`src/rtl/rr_grant_encoder_pkg.sv`:
```
// Shared definitions for the round-robin grant encoder: bit-order constants,
// converter modes and the per-thread / per-tile index types.
package rr_grant_encoder_pkg;

    localparam logic [31:0] DIR_LSB0 = "LSB0";
    localparam logic [31:0] DIR_MSB0 = "MSB0";

    typedef enum logic {
        CONV_ENCODE,
        CONV_DECODE
    } conv_mode_e;

    localparam int THREAD_COUNT = 4;
    localparam int TILE_COUNT   = 16;

    typedef logic [$clog2(THREAD_COUNT)-1:0] thread_id_t;
    typedef logic [TILE_COUNT-1:0]           tile_mask_t;

    function automatic int idx_width(input int n);
        return (n > 1) ? $clog2(n) : 1;
    endfunction

    // Physical bit that carries logical index i under the chosen bit order.
    function automatic int bit_pos(input int i, input int n, input logic [31:0] dir);
        return (dir == DIR_MSB0) ? (n - 1 - i) : i;
    endfunction

endpackage

```
`src/rtl/rr_grant_encoder_oh_idx_conv.sv`:
```
// One-hot <-> binary index converter; MODE selects encode or decode.
// Encoding ORs together the indices of all set bits, so multi-hot input is defined.
module oh_idx_conv
    import rr_grant_encoder_pkg::*;
#(
    parameter conv_mode_e  MODE      = CONV_ENCODE,
    parameter int          SIGNALS   = 4,
    parameter int          IDX_WIDTH = 2,
    parameter logic [31:0] DIRECTION = DIR_LSB0,
    parameter int          IN_WIDTH  = (MODE == CONV_ENCODE) ? SIGNALS : IDX_WIDTH,
    parameter int          OUT_WIDTH = (MODE == CONV_ENCODE) ? IDX_WIDTH : SIGNALS
) (
    input  logic [IN_WIDTH-1:0]  in_vec,
    output logic [OUT_WIDTH-1:0] out_vec
);

    generate
        if (MODE == CONV_ENCODE) begin : g_encode
            always_comb begin
                out_vec = '0;
                for (int i = 0; i < SIGNALS; i++) begin
                    if (in_vec[bit_pos(i, SIGNALS, DIRECTION)]) begin
                        out_vec = out_vec | OUT_WIDTH'(i);
                    end
                end
            end
        end else begin : g_decode
            // Out-of-range indices match no entry and leave the output all-zero.
            always_comb begin
                out_vec = '0;
                for (int i = 0; i < SIGNALS; i++) begin
                    if (32'(in_vec) == i) begin
                        out_vec[bit_pos(i, SIGNALS, DIRECTION)] = 1'b1;
                    end
                end
            end
        end
    endgenerate

endmodule

```
`src/rtl/rr_grant_encoder.sv`:
```
// Round-robin arbiter with binary grant index and a stand-alone index decoder.
// Only state is the one-hot priority pointer; all outputs are combinational.
module rr_grant_encoder
    import rr_grant_encoder_pkg::*;
#(
    parameter int          SIZE          = 4,
    parameter int          INDEX_WIDTH   = idx_width(SIZE),
    parameter logic [31:0] DIRECTION     = DIR_LSB0,
    parameter int          DEC_SIGNALS   = 16,
    parameter int          DEC_IDX_WIDTH = 4
) (
    input  logic                     clk,
    input  logic                     reset,
    input  logic                     en,
    input  logic [SIZE-1:0]          requests,
    output logic [SIZE-1:0]          decision_oh,
    output logic [INDEX_WIDTH-1:0]   decision_idx,
    output logic                     decision_valid,
    input  logic [DEC_IDX_WIDTH-1:0] dec_index,
    output logic [DEC_SIGNALS-1:0]   dec_one_hot
);

    logic [SIZE-1:0]   priority_oh;
    logic [SIZE-1:0]   priority_next;
    logic [SIZE-1:0]   grant;
    logic [2*SIZE-1:0] req_dbl;
    logic [2*SIZE-1:0] gnt_dbl;

    // Subtracting the priority bit from the doubled request vector isolates the
    // first request at or above the pointer; the upper copy provides the wrap.
    assign req_dbl = {requests, requests};
    assign gnt_dbl = req_dbl & ~(req_dbl - {{SIZE{1'b0}}, priority_oh});
    assign grant   = gnt_dbl[SIZE-1:0] | gnt_dbl[2*SIZE-1:SIZE];

    generate
        if (SIZE == 1) begin : g_single
            assign priority_next = 1'b1;
        end else begin : g_rotate
            assign priority_next = {grant[SIZE-2:0], grant[SIZE-1]};
        end
    endgenerate

    always_ff @(posedge clk) begin
        if (reset) begin
            priority_oh <= SIZE'(1);
        end else if (en && (|requests)) begin
            priority_oh <= priority_next;
        end
    end

    assign decision_oh    = grant;
    assign decision_valid = |requests;

    oh_idx_conv #(
        .MODE      (CONV_ENCODE),
        .SIGNALS   (SIZE),
        .IDX_WIDTH (INDEX_WIDTH),
        .DIRECTION (DIRECTION)
    ) u_grant_enc (
        .in_vec  (grant),
        .out_vec (decision_idx)
    );

    oh_idx_conv #(
        .MODE      (CONV_DECODE),
        .SIGNALS   (DEC_SIGNALS),
        .IDX_WIDTH (DEC_IDX_WIDTH),
        .DIRECTION (DIRECTION)
    ) u_index_dec (
        .in_vec  (dec_index),
        .out_vec (dec_one_hot)
    );

endmodule

```
`config.mk`:
```
export PLATFORM = sky130hd
export DESIGN_NAME = rr_grant_encoder
export DESIGN_NICKNAME = d
export VERILOG_FILES = /design/src/rtl/rr_grant_encoder_pkg.sv /design/src/rtl/rr_grant_encoder_oh_idx_conv.sv /design/src/rtl/rr_grant_encoder.sv
export SDC_FILE = /design/constraint.sdc
export NUM_CORES = 1
export LEC_CHECK = 0
export CAP_MARGIN = 20
export CORE_MARGIN = 2
export CORE_UTILIZATION = 37
export CTS_CLUSTER_DIAMETER = 120
export DETAILED_ROUTE_END_ITERATION = 10
export GPL_TIMING_DRIVEN = 0
export PLACE_DENSITY = 0.87
export SLEW_MARGIN = 20
export SYNTH_ARGS = -nofsm -noshare
export SYNTH_HDL_FRONTEND = slang
export SYNTH_HIERARCHICAL = 1
export SYNTH_SLANG_ARGS = --single-unit
```
`constraint.sdc`:
```
create_clock -name clk -period 2.6 [get_ports clk]
set_clock_uncertainty 0.05 [all_clocks]
set_input_delay 0.52 -clock clk [delete_from_list [all_inputs] [get_ports clk]]
set_output_delay 0.52 -clock clk [all_outputs]
set_load 0.1 [all_outputs]
```
Word-level counts from Yosys, hierarchy flattened

Index checks and enable logic that the tools add are counted.

Register bits after elaboration: 4
Input port bits: 11
Output and inout port bits: 23
Logic and storage cells: 42

Add/sub/neg operators: 1
Eq/ne operators: 15
Multiplexer cells: 19
Bitwise gates (word level): 3
Reduce and logical (&&, ||, !) cells: 3

Operators with widths:

| cell                 | number |
|---|---|
| $eq A4 B4 Y1 const B | 8 |
| $mux W1              | 17 |
| $eq A4 B3 Y1 const B | 4 |
| $and A8 B8 Y8        | 1 |
| $eq A4 B2 Y1 const B | 2 |
| $not A8 Y8           | 1 |
| $sub A8 B4 Y8        | 1 |
| $eq A4 B1 Y1 const B | 1 |
| $logic_not A4 Y1     | 1 |
| $mux W2              | 2 |
| $or A4 B4 Y4         | 1 |
| $reduce_or A4 Y1     | 1 |
| $logic_and A1 B1 Y1  | 1 |

Longest topological paths before layout

Word-level depth: 7
Mapped depth: 7
Gate-level depth less buffers: 7

Modules after synthesis

Netlist, hierarchy kept.

By module, submodules not included:

| module                     | instances | cells each | area an instance (um2) | sequential area each (um2) |
|---|---|---|---|---|
| rr_grant_encoder           | 1         | 48         | 370.4                  | 80.1 |
| oh_idx_conv at u_index_dec | 1         | 20         | 226.5                  | 0.0 |
| oh_idx_conv at u_grant_enc | 1         | 2          | 12.5                   | 0.0 |

Worst setup path after synthesis

No wires, ideal clock.

Path kind: input -> output
Start: input requests[2]
End: output decision_idx[0]
Arrival: 4.395 ns
Data required time: 2.030 ns
Setup slack: -2.365 ns
Stages: 6
Path buffers: 0
Cell sequence: ha_1 -> nand2_1 -> o21a_1 -> nor3b_1 -> nor3b_1 -> or2_1

Elaborated cells between the ends (all ways): 7
Classes of those cells: 1 x add/sub; 3 x mux; 3 x bitwise

RTL lines:

| element            | RTL line                           | RTL |
|---|---|---|
| start: declaration | rr_grant_encoder.sv:15             | `input logic [SIZE-1:0] requests,` |
| $sub A8 B4 Y8      | rr_grant_encoder.sv:32             | `assign gnt_dbl = req_dbl & ~(req_dbl - {{SIZE{1'b0}}, priority_oh});` |
| $not A8 Y8         | rr_grant_encoder.sv:32             |  |
| $and A8 B8 Y8      | rr_grant_encoder.sv:32             |  |
| $or A4 B4 Y4       | rr_grant_encoder.sv:33             | `assign grant = gnt_dbl[SIZE-1:0] \| gnt_dbl[2*SIZE-1:SIZE];` |
| net decision_oh[3] | rr_grant_encoder.sv:16             | `output logic [SIZE-1:0] decision_oh,` |
| $mux W2            | rr_grant_encoder_oh_idx_conv.sv:22 | `if (in_vec[bit_pos(i, SIGNALS, DIRECTION)]) begin` |
| end: declaration   | rr_grant_encoder.sv:17             | `output logic [INDEX_WIDTH-1:0] decision_idx,` |

The timed path passes the listed nets, and every way through them passes these cells.

Worst setup path after layout

Start: input requests[1]
End: output decision_idx[1]

Word-level cells in the longest chain between the ends: 6

RTL lines:

| element         | RTL line |
|---|---|
| $sub A8 B4 Y8 * | rr_grant_encoder.sv:32 |
| $not A8 Y8 *    | rr_grant_encoder.sv:32 |
| $and A8 B8 Y8 * | rr_grant_encoder.sv:32 |
| $or A4 B4 Y4 *  | rr_grant_encoder.sv:33 |
| $mux W2         | rr_grant_encoder_oh_idx_conv.sv:22 |
| $mux W2 *       | rr_grant_encoder_oh_idx_conv.sv:22 |

Every way passes the cells marked *; elsewhere a longest branch is shown, timed or not.

==> flow_metrics.env <==
export IMPL_outcome="complete, no violations"
export IMPL_cts_htree_levels=1
export IMPL_nFillCells=101
export IMPL_ys_seq_elements=4
export IMPL_grtUsageTotal_pct=21.6
export IMPL_p_int_w=0.000266
export IMPL_routabilityCongestion=0.862
export IMPL_ys_types=29
export IMPL_antenna_left=0
export IMPL_final_nets=130
export IMPL_combPwrFrac_pct=72.7
export IMPL_power_w=0.000564
export IMPL_cp_arrival_ps=2010
export IMPL_dpl_cell_area_um2=1090
export IMPL_cts_buffers_inserted=3
export IMPL_seqPwrFrac_pct=12.8
export IMPL_dr_pass1_iters=4
export IMPL_drv_cap=0
export IMPL_fin_crit_ps=2580
export IMPL_critPathSlowestCell="fa_2"
export IMPL_num_antenna_cells=0
export IMPL_totalWireLength_um=2230
export IMPL_start_kind="input pin"
export IMPL_drive_gt1_share_pct=69.0
export IMPL_synthCells=70
export IMPL_synth_compound_area_share_pct=13.6
export IMPL_cts_root_buf="clkbuf_4"
export IMPL_io_pins=34
export IMPL_ff_latch_area_um2=86.3
export IMPL_initial_core_util_pct=40.0
export IMPL_die_x_um=44.6
export IMPL_regToRegStartpoint="priority_oh[0]"
export IMPL_netlist_area_um2=609
export IMPL_grt_pass1_vias=725
export IMPL_synth_top_family_by_area="simple AND/OR/NAND/NOR gates"
export IMPL_wire_per_inst_um=17.3
export IMPL_hold_slack_ps=446
export IMPL_muxShareOfSynthArea_pct=0
export IMPL_core_region_area_um2=1520
export IMPL_io_buffers=33
export IMPL_hp_class="reg -> reg"
export IMPL_dp_cells=119
export IMPL_multiInputGateArea_um2=673
export IMPL_relSlewSlack_pct=36.8
export IMPL_startpoint="requests[1]"
export IMPL_largest_register_ffs=4
export IMPL_grt_remaining_overflow=0
export IMPL_timing_final_hold_violations=0
export IMPL_power_frac_clock_pct=14.5
export IMPL_holdCritStartpoint="priority_oh[3]"
export IMPL_syn_nets=85
export IMPL_crit_buf_inv=3
export IMPL_grt_pass1_wl_um=3220
export IMPL_dp_hpwl_um=1390
export IMPL_cpPeakStageDelay_ps=380
export IMPL_crit_type="in -> out"
export IMPL_power_density_nw_per_um2=464
export IMPL_cp_cell_sequence="buf_8 > inv_2 > fa_2 > nor2b_2 > o21ai_2 > a21oi_2 > nor2b_4 > or2_4 > buf_12"
export IMPL_maxSlewViolCount=0
export IMPL_worstMarginPinSlew_ps=952
export IMPL_ir_drop_uv=393
export IMPL_final_design_area_no_fill_um2=1220
export IMPL_synthSimpleGateAreaFrac_pct=53.2
export IMPL_die_area_um2=1990
export IMPL_die_h_um=44.6
export IMPL_cp_top_family="simple AND/OR/NAND/NOR gates"
export IMPL_rows=14
export IMPL_cp_end_kind="primary output"
export IMPL_instances_no_fill=129
export IMPL_cts_tree="done"
export IMPL_yosys_area_share_xor_xnor_pct=1.44
export IMPL_cts_sinks=4
export IMPL_path_clk_slew_ps=40
export IMPL_drt_iter0_markers=15
export IMPL_clk_latency_ps=240
export IMPL_p_sw_share_pct=52.8
export IMPL_power_switching_w=0.000298
export IMPL_regMostFlops="priority_oh"
export IMPL_vias=756
export IMPL_setup_violations=0
export IMPL_cts_buffer_depth=2
export IMPL_synth_fa_ha_area_share_pct=9.45
export IMPL_period_share_pct=99.4
export IMPL_synth_avg_cell_area_um2=8.70
export IMPL_via_per_inst=5.86
export IMPL_ys_seq_area_share_pct=13.1
export IMPL_fmax_mhz=387
export IMPL_grt_max_degree=11
export IMPL_reg_top3="priority_oh: 4 flops"
export IMPL_synth_warnings=6
export IMPL_p_leak_nw=0.518
export IMPL_area_delta_synth_final_pct=99.6
export IMPL_required_ps=2030
export IMPL_post_route_drc_count=0
export IMPL_antenna_found_initial=0
export IMPL_worstPathMaxFanout=7
what timing repair did:
| item | 4_1_cts | 5_1_grt |
|---|---|---|
| setup buffers | 3 | 4 |
| pin swaps | 6 | 9 |
| endpoints found under the setup margin | 23 | 14 |
| hold buffers | 0 | 0 |
| gates resized for setup | 155 | 27 |
metal layers:
metal	up-vias	GRT usage, %	routed length, µm	share of wire [%]
li1	355	-	-	-
met3	8	3.67	154	6.9
met1	348	20.5	773	35
met4	0	9.70	80	3.6
met5	-	0	0	0
met2	45	43.5	1220	55
path summary, 6_finish.rpt:
kind | endpoint | slack [ps] | cells past startpoint
worst max-delay path | decision_idx[1] | 20 | 9
worst min-delay path | priority_oh[3] | 450 | 2
worst max register to register | priority_oh[1] | 890 | 7
worst min register to register | priority_oh[3] | 450 | 2
stage by stage:
stage | setup slack, ps | setup TNS, ps | utilization, %
after global routing | -16.4 | -24.0 | 79.8
after global placement | -1580 | -18800 | 71.4
after detailed placement | -1600 | -19330 | 71.4
after CTS | 5.26 | 0 | 72.8
after floorplan | -501 | -1040 | -
final | 15.9 | 0 | 79.8
kinds of logic (layout without fill, tap and decap cells):
kind of cell,Yosys count,count (layout)
simple gates,36,36
compound gates,14,14
buf+inv,11,54
fa+ha+maj,4,4
flops,4,4
xor+xnor,1,1
layout by cell type (no fill, tap or decap), types with 2 or more instances in the layout:
master,count
clkbuf_4,13
nor4b_4,4
nor3b_4,2
or2_4,2
buf_2,6
a21oi_4,2
and4b_1,4
a21oi_2,2
o21ai_1,3
inv_2,3
nor4_4,2
clkdlybuf4s50_1,6
inv_1,4
clkdlybuf4s15_2,2
buf_12,3
ha_4,3
buf_4,14
nand3b_1,4
nand2_2,2
and4bb_2,4
dfxtp_2,2
nor2b_4,3
and4bb_1,2
a21oi_1,2
cell usage after synthesis, drive strengths merged:
master	number	area [µm²]
inv	7	26.3
o31ai	1	7.51
nand2	3	13.8
a21oi	6	30.0
nor4	2	18.8
o2111ai	1	8.76
and4b	4	40.0
buf	4	30.0
or2	2	12.5
and4	1	8.76
and4bb	6	75.1
nand3b	4	30.0
nor3	2	10.0
nor2	1	3.75
or4	1	11.3
a32oi	1	8.76
ha	3	37.5
xor2	1	8.76
nor3b	2	15.0
dfxtp	4	80.1
nor4b	4	60.1
o21a	1	7.51
nor2b	4	25.0
o21ai	4	20.0
fa	1	20.0
power by group through the flow:
stage	registers [W]	logic, W	clock network (W)
after floorplan	0.0000700	0.000265	0
after global placement	0.0000707	0.000339	0
after detailed placement	0.0000710	0.000343	0
after CTS	0.0000704	0.000378	0.0000832
after global routing	0.0000724	0.000425	0.0000885
final	0.0000724	0.000410	0.0000816
layout make-up:
cell class / instances / area share [%]
multi-input cells: 55 / 55.3
repair buffers: 40 / 29.4
flip-flops and latches: 4 / 7.10
plain buffers: 4 / 2.47
inverters: 7 / 2.16
clock buffers: 3 / 1.85
well taps: 16 / 1.65
tightest hold or removal path: cells and delay by family, from the launching register on:
family	cells	cell delay, ps
flops	1	300
simple gates	1	90
compound gates	1	60
Power figures use the tool's default switching activity.
